===== config.mk =====
export PLATFORM = sky130hd
export DESIGN_NAME = stoplight_monitor
export DESIGN_NICKNAME = d
export VERILOG_FILES = /design/src/rtl/stoplight_pkg.sv /design/src/rtl/light_decode.sv /design/src/rtl/stoplight_monitor.sv
export SDC_FILE = /design/constraint.sdc
export NUM_CORES = 1
export LEC_CHECK = 0
export CAP_MARGIN = 30
export CORE_MARGIN = 2
export CORE_UTILIZATION = 50
export CTS_CLUSTER_DIAMETER = 50
export DETAILED_ROUTE_END_ITERATION = 8
export PLACE_DENSITY = 0.84
export SLEW_MARGIN = 20
export SYNTH_ARGS = -nofsm -noshare
export SYNTH_HDL_FRONTEND = slang
export SYNTH_SLANG_ARGS = --single-unit

===== constraint.sdc =====
create_clock -name clk -period 5.6 [get_ports clk]
set_input_delay 1.12 -clock clk [delete_from_list [all_inputs] [get_ports clk]]
set_output_delay 1.12 -clock clk [all_outputs]
set_load 0.05 [all_outputs]

===== src/rtl/stoplight_pkg.sv =====
// Shared phase codes, error codes and default phase lengths for the stoplight
// monitor and the controller bench.
package stoplight_pkg;

    typedef logic [2:0] phase_t;
    typedef logic [2:0] err_code_t;

    localparam phase_t PH_AG      = 3'd0;
    localparam phase_t PH_AY      = 3'd1;
    localparam phase_t PH_BG      = 3'd2;
    localparam phase_t PH_BY      = 3'd3;
    localparam phase_t PH_WALK    = 3'd4;
    localparam phase_t PH_FLASH   = 3'd5;
    localparam phase_t PH_INVALID = 3'd7;

    localparam err_code_t ERR_NONE  = 3'd0;
    localparam err_code_t ERR_COMBO = 3'd1;
    localparam err_code_t ERR_TRANS = 3'd2;
    localparam err_code_t ERR_SHORT = 3'd3;
    localparam err_code_t ERR_LONG  = 3'd4;
    localparam err_code_t ERR_FLASH = 3'd5;

    localparam logic [7:0] T_AG_DEF    = 8'd4;
    localparam logic [7:0] T_AY_DEF    = 8'd2;
    localparam logic [7:0] T_BG_DEF    = 8'd3;
    localparam logic [7:0] T_BY_DEF    = 8'd2;
    localparam logic [7:0] T_WALK_DEF  = 8'd2;
    localparam logic [7:0] T_FLASH_DEF = 8'd3;

    function automatic phase_t next_phase(input phase_t p);
        case (p)
            PH_AG:    next_phase = PH_AY;
            PH_AY:    next_phase = PH_BG;
            PH_BG:    next_phase = PH_BY;
            PH_BY:    next_phase = PH_WALK;
            PH_WALK:  next_phase = PH_FLASH;
            PH_FLASH: next_phase = PH_AG;
            default:  next_phase = PH_INVALID;
        endcase
    endfunction

endpackage


===== src/rtl/light_decode.sv =====
// Combinational decode of the eight light lines into a phase code; any
// combination other than the six legal ones decodes as INVALID.
module light_decode
    import stoplight_pkg::*;
(
    input  logic       Ra,
    input  logic       Ya,
    input  logic       Ga,
    input  logic       Rb,
    input  logic       Yb,
    input  logic       Gb,
    input  logic       Rw,
    input  logic       Gw,
    output logic [2:0] phase
);

    logic [7:0] lights;

    assign lights = {Ra, Ya, Ga, Rb, Yb, Gb, Rw, Gw};

    always_comb begin
        case (lights)
            8'b0011_0010:               phase = PH_AG;
            8'b0101_0010:               phase = PH_AY;
            8'b1000_0110:               phase = PH_BG;
            8'b1000_1010:               phase = PH_BY;
            8'b1001_0001:               phase = PH_WALK;
            // Pedestrian red flashes, so Rw is a don't-care here
            8'b1001_0010, 8'b1001_0000: phase = PH_FLASH;
            default:                    phase = PH_INVALID;
        endcase
    end

endmodule


===== src/rtl/stoplight_monitor.sv =====
// Passive checker for a stoplight controller: decodes the lights, tracks
// phase run lengths and sequence alignment, and latches the first error.
module stoplight_monitor
    import stoplight_pkg::*;
#(
    parameter logic [7:0] T_AG    = T_AG_DEF,
    parameter logic [7:0] T_AY    = T_AY_DEF,
    parameter logic [7:0] T_BG    = T_BG_DEF,
    parameter logic [7:0] T_BY    = T_BY_DEF,
    parameter logic [7:0] T_WALK  = T_WALK_DEF,
    parameter logic [7:0] T_FLASH = T_FLASH_DEF
) (
    input  logic        clk,
    input  logic        rst,
    input  logic        Ra,
    input  logic        Ya,
    input  logic        Ga,
    input  logic        Rb,
    input  logic        Yb,
    input  logic        Gb,
    input  logic        Rw,
    input  logic        Gw,
    output logic [2:0]  phase,
    output logic        locked,
    output logic        err,
    output logic [2:0]  err_code,
    output logic [15:0] rounds
);

    localparam logic ST_UNLOCKED = 1'b0;
    localparam logic ST_LOCKED   = 1'b1;

    logic       state;
    logic [2:0] dec;
    logic [7:0] run_len;
    logic [7:0] flash_rises;
    logic [7:0] t_cur;
    logic       rw_prev;
    logic       changed;
    logic       rise;
    logic       e_combo, e_trans, e_short, e_long, e_flash;
    logic [2:0] code_now;
    logic       any_err;

    light_decode u_decode (
        .Ra    (Ra),
        .Ya    (Ya),
        .Ga    (Ga),
        .Rb    (Rb),
        .Yb    (Yb),
        .Gb    (Gb),
        .Rw    (Rw),
        .Gw    (Gw),
        .phase (dec)
    );

    always_comb begin
        case (phase)
            PH_AG:    t_cur = T_AG;
            PH_AY:    t_cur = T_AY;
            PH_BG:    t_cur = T_BG;
            PH_BY:    t_cur = T_BY;
            PH_WALK:  t_cur = T_WALK;
            PH_FLASH: t_cur = T_FLASH;
            default:  t_cur = '0;
        endcase
    end

    assign locked  = (state == ST_LOCKED);
    assign changed = (dec != phase);
    // Only Rw edges with FLASH on both sides count as seen during FLASH
    assign rise    = (dec == PH_FLASH) && (phase == PH_FLASH) && Rw && !rw_prev;

    assign e_combo = (dec == PH_INVALID);
    assign e_trans = locked && changed && (dec != next_phase(phase));
    assign e_short = locked && changed && (run_len < t_cur);
    assign e_long  = locked && !changed && (run_len == t_cur) && (run_len != 8'hFF);
    assign e_flash = locked && changed && (phase == PH_FLASH) && (flash_rises == 8'd0);

    always_comb begin
        if (e_combo)      code_now = ERR_COMBO;
        else if (e_trans) code_now = ERR_TRANS;
        else if (e_short) code_now = ERR_SHORT;
        else if (e_long)  code_now = ERR_LONG;
        else if (e_flash) code_now = ERR_FLASH;
        else              code_now = ERR_NONE;
    end

    assign any_err = (code_now != ERR_NONE);

    always_ff @(posedge clk) begin
        if (rst) begin
            phase       <= PH_INVALID;
            state       <= ST_UNLOCKED;
            err         <= 1'b0;
            err_code    <= ERR_NONE;
            rounds      <= '0;
            run_len     <= '0;
            flash_rises <= '0;
            rw_prev     <= 1'b0;
        end else begin
            phase   <= dec;
            rw_prev <= Rw;

            if (changed)                 run_len <= 8'd1;
            else if (run_len != 8'hFF)   run_len <= run_len + 8'd1;

            if (changed)                               flash_rises <= '0;
            else if (rise && flash_rises != 8'hFF)     flash_rises <= flash_rises + 8'd1;

            if (any_err && !err) begin
                err      <= 1'b1;
                err_code <= code_now;
            end

            if (any_err)
                state <= ST_UNLOCKED;
            else if (!locked && dec == PH_AG && phase != PH_AG)
                state <= ST_LOCKED;

            if (locked && phase == PH_FLASH && dec == PH_AG && !any_err)
                rounds <= rounds + 16'd1;
        end
    end

endmodule


==> reports/summary.md <==
• finished, final reports clean — result of the run
• 8.42 µm² — Avg Cell Area, Syn
• 71.9% — fraction of the cycle the final worst path needs
• 74.2 µm — Die W
• sky130_fd_sc_hd__dfxtp_1 33%, sky130_fd_sc_hd__nor2_1 6.4%, sky130_fd_sc_hd__and3_1 3.5% — top area cells in the synthesized netlist
• 51.9% — initial standard-cell utilization of the core
• 61.7% — Final Core Density
• sky130_fd_sc_hd__clkbuf_8 — buffer cell driving the clock tree root
• 0 — Remaining Overflow, GRT
• 0 — antenna diode count
• 0 — hold-fix buffer count after cts
• 0.248 GHz — max frequency
• 0 — Final Hold Fails
• 34 — I/O pin count
• 56.6% — Rel. slew slack
• 5 — cts bufs inserted
• 7.99 ps — Post-Route Skew
• 0.882 — routability congestion estimate from global placement
• 290 ps — clk_lat worst skew
• 41 — TritonCTS Sinks
• sky130_fd_sc_hd__dfxtp_1 — biggest area consumer among synthesized cells
• 21.1% — overall track demand over capacity in global routing
• 6.77% — layout cells sized above 1
• 0.00156 mm² — multi-input gate area in the final layout
• 5790 ps — required time at the worst-slack endpoint
• sky130_fd_sc_hd__dfxtp_1 — most frequently used flop master after synthesis
• 33 — total of buffers placed on input and output ports
• 60 — Synth cell types
• 392 — number of non-filler instances in the completed layout
• 25 — Site Rows
• 13.8 µm — wire per inst
• 0 — post-CTS resize count
• 33.3% — post-synthesis sequential area ratio
• 4030 ps — final critical delay including setup and external delays
• 293 — cell count after synthesis
• 0 ps — Setup TNS
• 4210 ps — data arrival time at the worst-slack endpoint
• 2450 µm — routed wl met2
• 190 mW/mm² — Power Dens Cells
• 0.00247 mm² — combined area of all synthesized cells
• 2650 µm — post-route met1 wirelength
• 1.09 nW — Static Leakage
• 0.124 mV — worst IR drop on VDD
• 2227 — number of vias in the routed layout
• input pin to register — crit path kind
• 2079 — number of global-route vias before repair
• 342 — net count of the finished layout
• register to register — type of the most critical hold path
• 821 µm² — Sequential Area
• 2 — largest buffer count on any clock path
• 0.00551 mm² — area of the die
• met4 — top sig layer
• 242 — DRC marker count from the first detailed-route iteration
• 4 — number of search-and-repair iterations in the first detailed-routing pass
• sky130_fd_sc_hd__nor2_1 — most used standard cell by instance count after synthesis
• 310 — Net Count, Synth
• 0 — total DRC errors in the routed layout
• 558 µW — total power
• 0 — number of enable-type register cells in the synthesized netlist
• 0 — max cap viols
• 0 — count of final max-slew check failures
• false — unrepaired setup endpoints after global routing
• 0 — antenna viol nets, final
• 70 ps — clock-pin slew on the worst setup and hold paths
• 18.9% — P&R area growth vs syn
• 0 — number of antenna violations at the first check in global routing
• 41 — Yosys reg bits
• 0 — synth warn
• 9220 µm — global-route wire length before repair
• done — TritonCTS clock tree
• 33.3% — area share of the leading cell type in the synthesized netlist
• 0.00475 mm² — core area
• 438 — Fill cells
• 12 — highest fanout seen on the critical path
• 5420 µm — sum of routed wire length over all layers
• 74.2 µm — Die H
• 37 — pin count of the biggest net entering global routing
• 0 — number of buffers inserted by post-CTS setup repair
• 0% — asr flop ratio synth
• 42 x sky130_fd_sc_hd__nor2_1, 41 x sky130_fd_sc_hd__dfxtp_1, 15 x sky130_fd_sc_hd__nand3_1 — most used standard cells in the synthesized netlist
• 385 — Post-Place Cells
• 281 µm — total met3 wirelength after detailed routing
• 2 — htree depth
• register — type of element capturing the critical path
• 3990 µm — HPWL after detailed placement
• input pin — crit path launch type
• 5.68 — average vias per placed instance
• 0 — count of final setup violators
• 651 ps — transition time of the tightest slew-check pin
[worst max-delay path, cell delays in order]
cell and delay, ps:
sky130_fd_sc_hd__clkdlybuf4s50_1 500, sky130_fd_sc_hd__nor3b_2 360, sky130_fd_sc_hd__and3_1 300, sky130_fd_sc_hd__a21oi_1 160, sky130_fd_sc_hd__or4_4 490, sky130_fd_sc_hd__a31o_4 320, sky130_fd_sc_hd__a211oi_1 380, sky130_fd_sc_hd__and3_1 230
sky130_fd_sc_hd__mux2_2 330
[path summary, 6_finish.rpt]
check	cells after the start	endpoint	slack (ps)	start
max	9	rounds[4]	1570	Rb
max reg2reg	11	rounds[4]	2410	phase[1]
min reg2reg	2	err_code[2]	490	err_code[2]
min	2	err_code[2]	490	err_code[2]
[per-layer routing]
metal,up-vias,GRT usage [%]
met2,56,32.9
met5,-,0
met3,6,5.42
li1,1128,-
met4,0,6.94
met1,1037,28.6
[report_power, final]
part           switching, mW  internal, mW
Clock                 0.0982        0.0978
Sequential           0.00489         0.295
Combinational         0.0383        0.0240
Total                  0.141         0.417
[final cells by class]
cell class / count / area share, %
clock buffers: 7 / 2.94
inverters: 12 / 1.54
multi-input cells: 231 / 53.2
flip-flops and latches: 41 / 28.0
well taps: 67 / 2.86
repair buffers: 34 / 11.5
[cells in the final DEF, fill, tap and decap left out, drive strengths merged, types with 5 or more instances in the layout]
cell type | Yosys | routed
clkdlybuf4s50 | 0 | 33
mux2 | 8 | 8
dfxtp | 41 | 41
a2111oi | 6 | 6
a21oi | 10 | 10
inv | 12 | 12
xor2 | 5 | 5
nor2b | 12 | 12
o21ai | 11 | 11
nor2 | 42 | 42
clkbuf | 6 | 7
nand4 | 11 | 11
nand2 | 13 | 13
nand3 | 15 | 15
and3 | 14 | 14
or3 | 5 | 5
nor3b | 6 | 6
xnor2 | 10 | 10
nor3 | 7 | 7
a211oi | 5 | 5
ha | 7 | 7
[state kept, by name, indices dropped and copies added, names as in the netlist]
signal       flops
run_len          8
locked           1
flash_rises      8
err_code         3
rounds          16
phase            3
err              1
rw_prev          1
[stage by stage]
step | hold slack (ps) | cell area [µm²] | setup WS [ps]
2_1_floorplan | 461 | 2470 | 2130
3_3_place_gp | 471 | 2850 | 1470
3_5_place_dp | 483 | 2850 | 1360
4_1_cts | 501 | 2930 | 1590
5_1_grt | 537 | 2930 | 1400
6_report | 494 | 2930 | 1570
[kinds of logic (layout without fill, tap and decap cells)]
| kind of cell | after synthesis | after routing | synth area share, % |
|---|---|---|---|
| and+or+nand+nor | 144 | 144 | 31.8 |
| AOI/OAI and AO/OA | 53 | 53 | 17.2 |
| DFF | 41 | 41 | 33.3 |
| buffers and inverters | 21 | 53 | 3.55 |
| xor gates and xnor gates | 15 | 15 | 5.32 |
| muxes | 12 | 12 | 5.27 |
| adders and majority gates | 7 | 7 | 3.55 |
Note: power is estimated with default switching activity, not from simulation.
